===== src/rtl/dqn_fp_pkg.sv =====
// rtl/dqn_fp_pkg.sv - shared IEEE-754 single-precision constants and helpers for the DQN datapath
package dqn_fp_pkg;

  localparam logic [31:0] FP_ZERO     = 32'h0000_0000;
  localparam int          FP_SIGN_BIT = 31;
  localparam int          FP_MAG_MSB  = 30;

  function automatic int clog2(input int value);
    int result;
    int v;
    result = 0;
    v = value - 1;
    while (v > 0) begin
      result = result + 1;
      v = v >> 1;
    end
    return result;
  endfunction

endpackage


===== src/rtl/fp32_greater_than.sv =====
// rtl/fp32_greater_than.sv - bit-level strict a > b for IEEE-754 single, no arithmetic
module fp32_greater_than
  import dqn_fp_pkg::*;
(
  input  logic [31:0] a,
  input  logic [31:0] b,
  output logic        o_gt
);

  logic                a_neg;
  logic                b_neg;
  logic [FP_MAG_MSB:0] a_mag;
  logic [FP_MAG_MSB:0] b_mag;

  assign a_neg = a[FP_SIGN_BIT];
  assign b_neg = b[FP_SIGN_BIT];
  assign a_mag = a[FP_MAG_MSB:0];
  assign b_mag = b[FP_MAG_MSB:0];

  // Sign-magnitude ordering; -0 and +0 compare equal.
  always_comb begin
    o_gt = 1'b0;
    if (a_neg != b_neg) begin
      o_gt = !a_neg && !((a_mag == '0) && (b_mag == '0));
    end else if (!a_neg) begin
      o_gt = a_mag > b_mag;
    end else begin
      o_gt = a_mag < b_mag;
    end
  end

endmodule


===== src/rtl/target_max_q_selector.sv =====
// rtl/target_max_q_selector.sv - running max Q(s',a') and argmax over a serial Q-value frame
module target_max_q_selector
  import dqn_fp_pkg::*;
#(
  parameter int DATA_WIDTH            = 32,
  parameter int NUMBER_OF_OUTPUT_NODE = 3,
  parameter int INDEX_WIDTH           = 2
) (
  input  logic                   clk,
  input  logic                   rst_n,
  input  logic                   i_valid,
  input  logic [DATA_WIDTH-1:0]  i_data,
  input  logic                   i_terminal,
  output logic [DATA_WIDTH-1:0]  o_data,
  output logic [INDEX_WIDTH-1:0] o_index,
  output logic                   o_valid
);

  localparam logic [INDEX_WIDTH-1:0] LAST_IDX = INDEX_WIDTH'(NUMBER_OF_OUTPUT_NODE - 1);

  generate
    if (DATA_WIDTH != 32 || NUMBER_OF_OUTPUT_NODE < 2 ||
        INDEX_WIDTH < clog2(NUMBER_OF_OUTPUT_NODE)) begin : g_bad_params
      $error("target_max_q_selector: unsupported parameter combination");
    end
  endgenerate

  logic [INDEX_WIDTH-1:0] cnt_q, cnt_d;
  logic [DATA_WIDTH-1:0]  max_q, max_d;
  logic [INDEX_WIDTH-1:0] idx_q, idx_d;
  logic                   term_q, term_d;
  logic [DATA_WIDTH-1:0]  o_data_q, o_data_d;
  logic [INDEX_WIDTH-1:0] o_index_q, o_index_d;
  logic                   o_valid_q, o_valid_d;
  logic                   gt;

  fp32_greater_than u_gt (
    .a    (i_data),
    .b    (max_q),
    .o_gt (gt)
  );

  always_comb begin
    cnt_d     = cnt_q;
    max_d     = max_q;
    idx_d     = idx_q;
    term_d    = term_q;
    o_data_d  = o_data_q;
    o_index_d = o_index_q;
    o_valid_d = 1'b0;
    if (i_valid) begin
      if (cnt_q == '0) begin
        max_d  = i_data;
        idx_d  = '0;
        term_d = i_terminal;
      end else if (gt) begin
        max_d = i_data;
        idx_d = cnt_q;
      end
      // Last word: publish the post-compare max directly so the result costs one clock.
      if (cnt_q == LAST_IDX) begin
        cnt_d     = '0;
        o_valid_d = 1'b1;
        o_data_d  = term_q ? DATA_WIDTH'(FP_ZERO) : max_d;
        o_index_d = term_q ? '0 : idx_d;
      end else begin
        cnt_d = cnt_q + 1'b1;
      end
    end
  end

  always_ff @(posedge clk or posedge rst_n) begin
    if (rst_n) begin
      cnt_q     <= '0;
      max_q     <= '0;
      idx_q     <= '0;
      term_q    <= 1'b0;
      o_data_q  <= '0;
      o_index_q <= '0;
      o_valid_q <= 1'b0;
    end else begin
      cnt_q     <= cnt_d;
      max_q     <= max_d;
      idx_q     <= idx_d;
      term_q    <= term_d;
      o_data_q  <= o_data_d;
      o_index_q <= o_index_d;
      o_valid_q <= o_valid_d;
    end
  end

  assign o_data  = o_data_q;
  assign o_index = o_index_q;
  assign o_valid = o_valid_q;

endmodule


===== config.mk =====
export PLATFORM = sky130hd
export DESIGN_NAME = target_max_q_selector
export DESIGN_NICKNAME = d
export VERILOG_FILES = /design/src/rtl/dqn_fp_pkg.sv /design/src/rtl/fp32_greater_than.sv /design/src/rtl/target_max_q_selector.sv
export SDC_FILE = /design/constraint.sdc
export NUM_CORES = 1
export LEC_CHECK = 0
export ABC_AREA = 1
export BUFFER_PORTS_ARGS = -buffer_cell sky130_fd_sc_hd__buf_2
export CAP_MARGIN = 20
export CORE_ASPECT_RATIO = 1.2
export CORE_MARGIN = 1
export CORE_UTILIZATION = 45
export DETAILED_ROUTE_END_ITERATION = 10
export GPL_ROUTABILITY_DRIVEN = 0
export PLACE_DENSITY_LB_ADDON = 0.2
export RECOVER_POWER = 50
export SLEW_MARGIN = 30
export SYNTH_ARGS = -nofsm -noshare
export SYNTH_HDL_FRONTEND = slang
export SYNTH_SLANG_ARGS = --single-unit

===== constraint.sdc =====
create_clock -name clk -period 3 [get_ports clk]
set_input_delay 0.75 -clock clk [delete_from_list [all_inputs] [get_ports clk]]
set_output_delay 0.75 -clock clk [all_outputs]
set_load 0.02 [all_outputs]

==> Word-level counts from Yosys, hierarchy flattened <==
Cells that the tools add are included.
{ "word_totals": {"reg_bits": 72, "in_bits": 36, "wordCells": 32, "out_inout_bits": 35} }
{ "classes": {"reduce_logical": 9, "n_eq_ne": 2, "order_cmp": 2, "addsub": 1, "mux": 11} }
{ "op_table": {"columns": ["cell", "n"], "rows": [
  ["$mux W32", 3],
  ["$logic_not A31 Y1", 2],
  ["$gt A31 B31 Y1", 1],
  ["$lt A31 B31 Y1", 1],
  ["$mux W2", 4],
  ["$mux W1", 4],
  ["$reduce_and A2 Y1", 2],
  ["$add A2 B1 Y2 const B", 1],
  ["$eq A2 B2 Y1 const B", 1],
  ["$logic_and A1 B1 Y1", 2],
  ["$logic_not A1 Y1", 2],
  ["$logic_not A2 Y1", 1],
  ["$ne A1 B1 Y1", 1]
]} }

==> Depth between registers and ports, before layout <==
Gate-level depths: netlist of run 1.
{ "logic_depth": {"depth_word": 8, "mapped_depth": 18, "ltp_nobuf": 17} }

==> Cells and area by module <==
From an unflattened synthesis of run 1, not the netlist that was laid out.
{ "hier_totals": {"hier_cells": 655, "hier_area_um2": 4579.4} }
{ "by_module_without_submodules": {"columns": ["mod", "area_each_um2", "cells_per_inst", "instances", "seq_area_each_um2"], "rows": [
  ["target_max_q_selector", 3452.1, 451, 1, 1801.7],
  ["fp32_greater_than", 1127.3, 204, 1, 0.0]
]} }

==> Worst setup path after synthesis of run 1 <==
No wires, ideal clock.
{ "synth_path": {"kind": "input to register", "from": "in i_data[22]", "to": "reg max_q[0]", "stages": 11, "t_arrival_ps": 2173, "setup_ps": 118, "required_time_ps": 2882, "slack_ps": 709, "path_buffers": 1, "cell_sequence": "ha_1 > a21o_1 > nor2_1 > nand2_1 > a21oi_1 > nand2_2 > nand2_2 > buf_2 > nand4_1 > nand3_1 > nand2_1"} }
{ "synth_via": {"elab_chain_len": 7, "elab_cells_between_ends": 10, "cone_classes": "order compare: 2; mux: 4; reduce/logical: 4"} }
{ "synth_rtl": {"columns": ["element", "line_no", "source"], "rows": [
  ["start: declaration", "target_max_q_selector.sv:12", "input logic [DATA_WIDTH-1:0] i_data,"],
  ["parallel branches: the longest is 4 deep, another holds $gt A31 B31 Y1", null, null],
  ["$mux W1 (*)", "fp32_greater_than.sv:23", "if (a_neg != b_neg) begin"],
  ["$mux W32 (*)", "target_max_q_selector.sv:56", "end else if (gt) begin"],
  ["$mux W32 (*)", "target_max_q_selector.sv:52", "if (cnt_q == '0) begin"],
  ["end signal: assignment", "target_max_q_selector.sv:83", "max_q <= max_d;"],
  ["end: declaration", "target_max_q_selector.sv:29", "logic [DATA_WIDTH-1:0] max_q, max_d;"]
]} }
Mark *: on every way between the ends.
A chain may end at the register's enable or synchronous reset.

==> Final worst setup path of run 1 <==
{ "layout_path": {"from": "in i_valid", "to": "reg term_q"} }
{ "layout_via": {"elab_chain_len": 1} }
{ "layout_rtl": {"columns": ["element", "line_no", "source"], "rows": [
  ["start: declaration", "target_max_q_selector.sv:11", "input logic i_valid,"],
  ["$reduce_and A2 Y1 (no source line)", null, null],
  ["end signal: assignment", "target_max_q_selector.sv:85", "term_q <= term_d;"],
  ["end: declaration", "target_max_q_selector.sv:31", "logic term_q, term_d;"]
]} }
No other way between the ends.

==> flow_summary.toml, run 1 <==
[run_status]
status = "finished, violations left"
violations = "capacitance limit, slew limit"

[floorplan]
core.rowCount = 39
die-area_mm2 = 0.0104
chipWidth_um = 93.3
core_mm2 = 0.00961
start_util = 0.468
die_h_um = 112
ios = 71

[sta]
period_share = 0.863
max-slew-margin-rel = -0.270
fin_setup_tns_ns = 0
finalSetupViolations = 0
skew_ns = 0.00669
hold_viol_final = 0
hold_ws_ns = 0.474
fmax_mhz = 386
rsz0062_at_grt = "false"
worst_pin_slew_ns = 1.90
min_period_ns = 2.59
drv_slew = 39

[global_route]
grt_pass1_vias = 4465
grt_use_total = 0.250
grt_overflow = 0
grt_antenna_before_repair = 0
grt_max_degree = 48
grt_pass1_wl_um = 20400

[drt]
vias = 4315
wire_per_inst_um = 14.5
wl_um = 11900
drt-pass1-iter-count = 5
drc = 0
ant_nets = 0
vias_per_cell = 5.25
drtIter0Drc = 231

[synth]
synth_seq_cells = 72
ys_async_sr_fraction = 1.00
synth_top_family_by_area = "simple AND/OR/NAND/NOR gates"
yosys.area_share.simple = 0.391
synthMuxAreaShare = 0.00250
synthAdderAreaFrac = 0.0862
synth-main-ff-cell = "dfrtp_1"
synth_edf_count = 0
synthXorXnorAreaFrac = 0
postSynthCellCount = 629
synth.largest_area_cell = "dfrtp_1"
synth_cell_types = 24
synth_top_area_frac = 0.400
synth-compound-area-share = 0.0211
ys_warn_count = 0
syn-cell-area_mm2 = 0.00450
ys_seq_area_frac = 0.400
synthesis.nets = 696
syn_avg_cell_area_um2 = 7.16
synthTopCellsByArea = "dfrtp_1 (40%), nand2_1 (19%), ha_1 (8.6%)"

[critical_path]
cp_max_fo = 38
reg2regPathDepth = 12
endpoint = "term_q"
slowest_stage = "clkbuf_1"
r2r_slack_ns = 0.59
reg2reg_from = "max_q[22]"
crit_start = "i_valid"
r2r-end = "max_q[17]"
crit_top_cell = "clkbuf_1"
end_kind = "flop"
cp-start-kind = "primary input"
required_ns = 3.23
path_cells = "clkbuf_1 -> clkbuf_1 -> nand2_1 -> mux2_2"
cp.arrival_ns = 2.82
criticalPathCategory = "primary input to flop"
max_stage_delay_ns = 1.38

[cells_and_area]
syn_to_final_growth_pct = 15.3
design_area_mm2 = 0.00519
fin_nets = 762
diodes = 0
final_cells = 822
drive_gt1_frac = 0.185
nFillCells = 971

[clocking]
ctsResizeCount = 0
clock_path_buffers = 2
post_cts_buffers = 0
clkTransAtPathRegs_ns = 0.06
cts_tree = "built"
cts_made_buffers = 9
hold_buffers = 0
clock_latency_ns = 0.34
cts-root-buf = "clkbuf_16"
cts.sinks = 72
htree_num_levels = 3

[place]
dp_hpwl_um = 8370
io_buffer_count = 70
dp_cells = 807
place_area_mm2 = 0.00498

[worst_hold_path]
hp-class = "flop to flop"
hold_depth = 2

[power]
total_power_mw = 4.84
peakVddDrop_uv = 442
p_leak_nw = 2.90
cellPowerDensity_mw_per_mm2 = 932

[run]
cap_violations = 1
-- flip-flops by register name (all words and copies together) (netlist names) --
name,cells
cnt_q,2
idx_q,2
max_q,32
o_data,32
o_index,2
o_valid,1
term_q,1
-- per-layer routing --
metal	global-route usage	wire, um	vias up
met5	0	0	-
met4	0.0954	246	0
met3	0.0451	559	22
met2	0.431	5910	116
met1	0.308	5170	2010
li1	-	-	2167
-- final cells by class --
class / count / area (um2) / share of cell area
Clock inverter: 1 / 5.00 / 0.000964
Sequential cell: 72 / 1800 / 0.347
Clock buffer: 14 / 244 / 0.0470
Inverter: 88 / 330 / 0.0636
Timing Repair Buffer: 80 / 402 / 0.0773
Multi-Input combinational cell: 444 / 2260 / 0.434
Tap cell: 123 / 154 / 0.0296
-- kinds of logic after synthesis --
family | Yosys count
AO/OA/AOI/OAI | 18
adder cells (fa/ha/maj) | 31
buffers and inverters | 113
flip-flops | 72
multiplexers | 1
AND/OR/NAND/NOR | 394
-- critical path: cells and delay by family --
kind,cells,cell delay (ns)
buffers and inverters,2,1.49
muxes,1,0.35
and+or+nand+nor,1,0.23
-- synth_stat cells, drive strengths merged (2+ instances only) --
library cell	n
nand2	230
inv	87
nand3	75
dfrtp	72
nand4	52
ha	31
nor2	27
buf	15
a21oi	13
clkbuf	10
nor3	4
nand3b	3
nor4	3
o21ai	3
a21o	2
-- worst min path at each step --
stage,from,slack [ns],end
after detailed placement,o_data[7],0.46,o_data[7]
final,o_data[19],0.47,o_data[19]
after global routing,o_data[14],0.51,o_data[14]
after CTS,o_data[7],0.48,o_data[7]
after floorplan,idx_q[0],0.44,idx_q[0]
after global placement,idx_q[0],0.45,idx_q[0]
-- power breakdown --
| group | leakage (nW) | switching (mW) | internal, mW |
|---|---|---|---|
| Combinational | 1.87 | 1.54 | 0.758 |
| Sequential | 0.907 | 0.239 | 1.36 |
| Clock | 0.121 | 0.394 | 0.555 |
-- per-stage QoR --
| stage | worst slack [ns] | util |
|---|---|---|
| floorplan | 0.425 | - |
| detailed placement | 0.153 | 0.518 |
| CTS | 0.487 | 0.544 |
| global placement | 0.214 | 0.518 |
| global route | 0.148 | 0.540 |
| finish | 0.411 | 0.540 |
-- layout by cell type (no fill, tap or decap) --
master and instances:
nand3_4 1, inv_1 40, nand3_1 74, a21o_1 2, nand4_1 52, mux2_2 1, nand2_4 1, clkbuf_16 9
a21oi_1 13, clkinv_2 1, o21ai_0 3, nand3b_1 3, clkbuf_2 1, nor2_1 26, nor3_1 4, ha_1 31
nor2_4 1, clkinv_1 1, dfrtp_1 72, nor4_1 3, nand2_1 226, nand2_2 3, buf_4 8, buf_2 56
inv_2 47, clkbuf_1 20
Note: power is estimated with default switching activity, not from simulation.
==> inputs of run 2 (changes only) <==
--- a/config.mk
+++ b/config.mk
@@ -8,9 +8,11 @@
 export ABC_AREA = 1
 export BUFFER_PORTS_ARGS = -buffer_cell sky130_fd_sc_hd__buf_2
 export CAP_MARGIN = 20
+export CELL_PAD_IN_SITES_DETAIL_PLACEMENT = 1
+export CELL_PAD_IN_SITES_GLOBAL_PLACEMENT = 2
 export CORE_ASPECT_RATIO = 1.2
 export CORE_MARGIN = 1
-export CORE_UTILIZATION = 45
+export CORE_UTILIZATION = 32
 export DETAILED_ROUTE_END_ITERATION = 10
 export GPL_ROUTABILITY_DRIVEN = 0
 export PLACE_DENSITY_LB_ADDON = 0.2
==> run 2 against run 1 <==
  * The flow now finishes without violations
  * Wire length rose by 23%
  * Highest routed layer unchanged
  * Clock skew down 0.00051 ns
  * Die area rose by 40%
  * Largest power group unchanged
  * Sequential power about the same
==> flow_summary.toml, run 2 (same netlist as run 1, synthesis figures left out) <==
[clocking]
cts-root-buf = "clkbuf_16"
cts_made_buffers = 9
cts_tree = "built"
clock_path_buffers = 2
htree_num_levels = 3
hold_buffers = 0
cts.sinks = 72
ctsResizeCount = 0
clkTransAtPathRegs_ns = 0.06
clock_latency_ns = 0.35
post_cts_buffers = 0

[critical_path]
criticalPathCategory = "primary input to flop"
required_ns = 3.28
cp_max_fo = 31
end_kind = "flop"
cp.arrival_ns = 2.88
cp-start-kind = "primary input"

[cells_and_area]
fin_nets = 764
syn_to_final_growth_pct = 19.3
drive_gt1_frac = 0.197
design_area_mm2 = 0.00537
diodes = 0
layout_common_cells = "nand2_1 (226), nand3_1 (74), dfrtp_1 (72)"
final_common_cell = "nand2_1"

[drt]
wl_um = 14600
drtIter0Drc = 110
vias = 4422
drt-pass1-iter-count = 4
ant_nets = 0
vias_per_cell = 5.07
drc = 0
wire_per_inst_um = 16.7

[floorplan]
die_h_um = 132
die-area_mm2 = 0.0145
core_mm2 = 0.0138
chipWidth_um = 110
core.rowCount = 47
start_util = 0.327
ios = 71

[sta]
skew_ns = 0.00618
hold_ws_ns = 0.472
fmax_mhz = 386
rsz0062_at_grt = "false"
period_share = 0.865
max-slew-margin-rel = 0.143
worst_pin_slew_ns = 1.28
drv_slew = 0
min_period_ns = 2.59
hold_viol_final = 0
finalSetupViolations = 0
fin_setup_tns_ns = 0
setup_ws_ns = 0.406

[place]
io_buffer_count = 70
place_area_mm2 = 0.00507
dp_slack_ns = 0.0777
dp_hpwl_um = 10500

[run]
cap_violations = 0

[global_route]
grt_pass1_vias = 4723
grt_antenna_before_repair = 0
grt_overflow = 0
grt_max_degree = 42
grt_pass1_wl_um = 23900
grt_use_total = 0.217

[power]
cellPowerDensity_mw_per_mm2 = 972
power_frac_clock = 0.230
p_sw_mw = 2.33
internal_power_mw = 2.88
switching_share = 0.447
p_leak_nw = 2.96
pwr-share-comb = 0.465
power_frac_seq = 0.306
peakVddDrop_uv = 352

[worst_hold_path]
hp-class = "flop to flop"

[run_status]
status = "complete, no violations"
[run 2: cell types whose count changed in the layout (fill, tap and decap cells not counted), sizes merged]
cell,delta
clkbuf,-5
buf,+3
bufinv,+2
clkinv,+2
clkinvlp,+1
[run 2: path summary, 6_finish.rpt]
kind	from	end	cells after the start	slack, ns
worst max-delay path	i_data[22]	max_q[1]	14	0.41
worst min-delay path	o_data[11]	o_data[11]	2	0.47
worst max register to register	max_q[22]	max_q[1]	14	0.51
worst min register to register	o_data[11]	o_data[11]	2	0.47
max in group asynchronous	rst_n	max_q[29]	3	1.39
min in group asynchronous	rst_n	o_data[12]	2	0.75
[run 2: cell type report]
cell class	count	area (um2)
Clock buffer	10	239
Fill cell	1776	8390
Inverter	88	330
Multi-Input combinational cell	444	2260
Clock inverter	6	82.6
Sequential cell	72	1800
Timing Repair Buffer	82	445
Tap cell	171	214
[run 2: through the flow]
stage	cells	total power, mW	utilization
detailed placement	857	4.07	0.368
floorplan	629	3.30	-
global route	873	5.67	0.390
finish	873	5.22	0.390
global placement	857	3.97	0.368
CTS	873	5.30	0.392
[run 2: power by group through the flow]
stage	Sequential (mW)	Clock, mW	Combinational, mW
3_3_place_gp	1.59	0	2.38
5_1_grt	1.64	1.26	2.76
2_1_floorplan	1.77	0	1.53
3_5_place_dp	1.61	0	2.46
4_1_cts	1.60	1.23	2.47
6_report	1.59	1.20	2.42
[run 2: metal layers]
layer	part of all wire	wire length, um	up-vias	GRT usage
met3	0.030	438	14	0.0351
li1	-	-	2181	-
met1	0.44	6380	2159	0.262
met2	0.52	7560	68	0.388
met4	0.014	199	0	0.0643
met5	0	0	-	0
[run 2: worst max-delay path, stage by stage]
cell	delay, ns
buf_2	0.11
ha_1	0.30
nand2_1	0.08
nor2_1	0.17
nand4_1	0.16
nor2_1	0.14
nand2_1	0.08
nand2_2	0.08
nand2_2	0.06
nand2_4	0.13
nand3_4	0.37
nand2_1	0.22
nand3_1	0.10
nand2_1	0.11
==> inputs of run 3 (changes only) <==
--- a/config.mk
+++ b/config.mk
@@ -16,7 +16,7 @@
 export DETAILED_ROUTE_END_ITERATION = 10
 export GPL_ROUTABILITY_DRIVEN = 0
 export PLACE_DENSITY_LB_ADDON = 0.2
-export RECOVER_POWER = 50
+export RECOVER_POWER = 100
 export SLEW_MARGIN = 30
 export SYNTH_ARGS = -nofsm -noshare
 export SYNTH_HDL_FRONTEND = slang
==> run 3 against run 2 <==
  * Clock power about the same
  * Worst hold slack gained 0.0047 ns
  * Global-route usage unchanged
  * Fmax decreased by 4.1%
  * Largest cell class unchanged
  * Cell area fell by 0.65%
  * First-iteration DRC count grew 15%
  * Clock-buffer cell count stayed put
  * Via count stayed put
  * Setup slack got worse by 0.11 ns
  * Core utilization fell by 0.25 points
==> flow_summary.toml, run 3 (same netlist as run 1, synthesis figures left out) <==
[run_status]
status = "complete, no violations"

[global_route]
grt_pass1_vias = 4723
met2_usage = 0.388
grt_pass1_wl_um = 23900
top_usage_layer = "met2"
grt_overflow = 0
grt_util_met1 = 0.262
grt_antenna_before_repair = 0
grt_use_total = 0.217
grt_max_degree = 42
grt_util_met3 = 0.0351

[floorplan]
start_util = 0.327
chipWidth_um = 110
core.rowCount = 47
ios = 71
core_mm2 = 0.0138
die-area_mm2 = 0.0145
die_h_um = 132

[sta]
fmax_mhz = 370
max-slew-margin-rel = 0.143
fin_setup_tns_ns = 0
finalSetupViolations = 0
rsz0062_at_grt = "false"
min_period_ns = 2.70
drv_slew = 0
skew_ns = 0.00747
period_share = 0.901
hold_viol_final = 0
hold_ws_ns = 0.477
worst_pin_slew_ns = 1.28

[drt]
ant_nets = 0
wl_um = 14600
vias = 4422
drc = 0
vias_per_cell = 5.07
wire_per_inst_um = 16.7
drtIter0Drc = 126
drt-pass1-iter-count = 4

[critical_path]
reg2regPathDepth = 12
required_ns = 3.22
end_kind = "flop"
cp_max_fo = 18
criticalPathCategory = "primary input to flop"
cp-start-kind = "primary input"
cp.arrival_ns = 2.93

[power]
power_frac_seq = 0.309
pwr-share-comb = 0.460
p_sw_mw = 2.33
power_frac_clock = 0.231
p_leak_nw = 2.87
cellPowerDensity_mw_per_mm2 = 971
internal_power_mw = 2.85
peakVddDrop_uv = 349
switching_share = 0.450

[cells_and_area]
layout_common_cells = "nand2_1 (227), nand3_1 (74), dfrtp_1 (72)"
nFillCells = 1777
fin_nets = 764
multiInputGateArea_mm2 = 0.00225
regArea_mm2 = 0.00180
final_common_cell = "nand2_1"
drive_gt1_frac = 0.161
design_area_mm2 = 0.00533
syn_to_final_growth_pct = 18.5
diodes = 0

[worst_hold_path]
hold_depth = 2
hp-class = "flop to flop"

[clocking]
cts.sinks = 72
hold_buffers = 0
cts_tree = "built"
cts_made_buffers = 9
clock_path_buffers = 2
post_cts_buffers = 0
cts-root-buf = "clkbuf_16"
htree_num_levels = 3
clock_latency_ns = 0.35
clkTransAtPathRegs_ns = 0.06
ctsResizeCount = 0

[place]
dp_hpwl_um = 10500
io_buffer_count = 70
place_area_mm2 = 0.00507

[run]
cap_violations = 0
[run 3: final timing paths]
path                                 start          to  slack, ns
worst max-delay path            i_data[22]   max_q[13]       0.30
min in group asynchronous            rst_n  o_data[12]       0.75
worst max register to register   max_q[22]   max_q[13]       0.40
worst min register to register   o_data[9]   o_data[9]       0.48
worst min-delay path             o_data[9]   o_data[9]       0.48
max in group asynchronous            rst_n   max_q[29]       1.39
[run 3: metrics by stage]
stage,total power [mW],setup WS [ns],std cells,util
final,5.18,0.296,873,0.388
after global placement,3.97,0.0948,857,0.368
after detailed placement,4.07,0.0777,857,0.368
after floorplan,3.30,0.425,629,-
after global routing,5.63,0.0991,873,0.388
after CTS,5.30,0.398,873,0.392
[run 3: final cells by class]
type / count / area share
Multi-Input combinational cell: 444 / 0.422
Sequential cell: 72 / 0.338
Timing Repair Buffer: 82 / 0.0774
Inverter: 88 / 0.0619
Clock buffer: 10 / 0.0448
Tap cell: 171 / 0.0401
Clock inverter: 6 / 0.0155
[run 3: power groups by stage]
| stage | registers (mW) | logic [mW] | clock network, mW |
|---|---|---|---|
| finish | 1.60 | 2.38 | 1.20 |
| global route | 1.65 | 2.72 | 1.26 |
| CTS | 1.60 | 2.47 | 1.23 |
| detailed placement | 1.61 | 2.46 | 0 |
| global placement | 1.59 | 2.38 | 0 |
| floorplan | 1.77 | 1.53 | 0 |
[run 3: worst max-delay path: stages]
cell and delay, ns:
clkbuf_1 0.10, ha_1 0.31, nand2_1 0.08, nor2_1 0.17, nand4_1 0.16, nor3_1 0.23
a21oi_1 0.11, nand2_1 0.18, clkbuf_2 0.45, nand4_1 0.19, nand3_1 0.12, nand2_1 0.09
[run 3: per-layer routing]
layer | part of all wire | vias up
met5 | 0 | -
met4 | 0.013 | 0
met3 | 0.030 | 11
met2 | 0.52 | 70
met1 | 0.44 | 2159
li1 | - | 2182
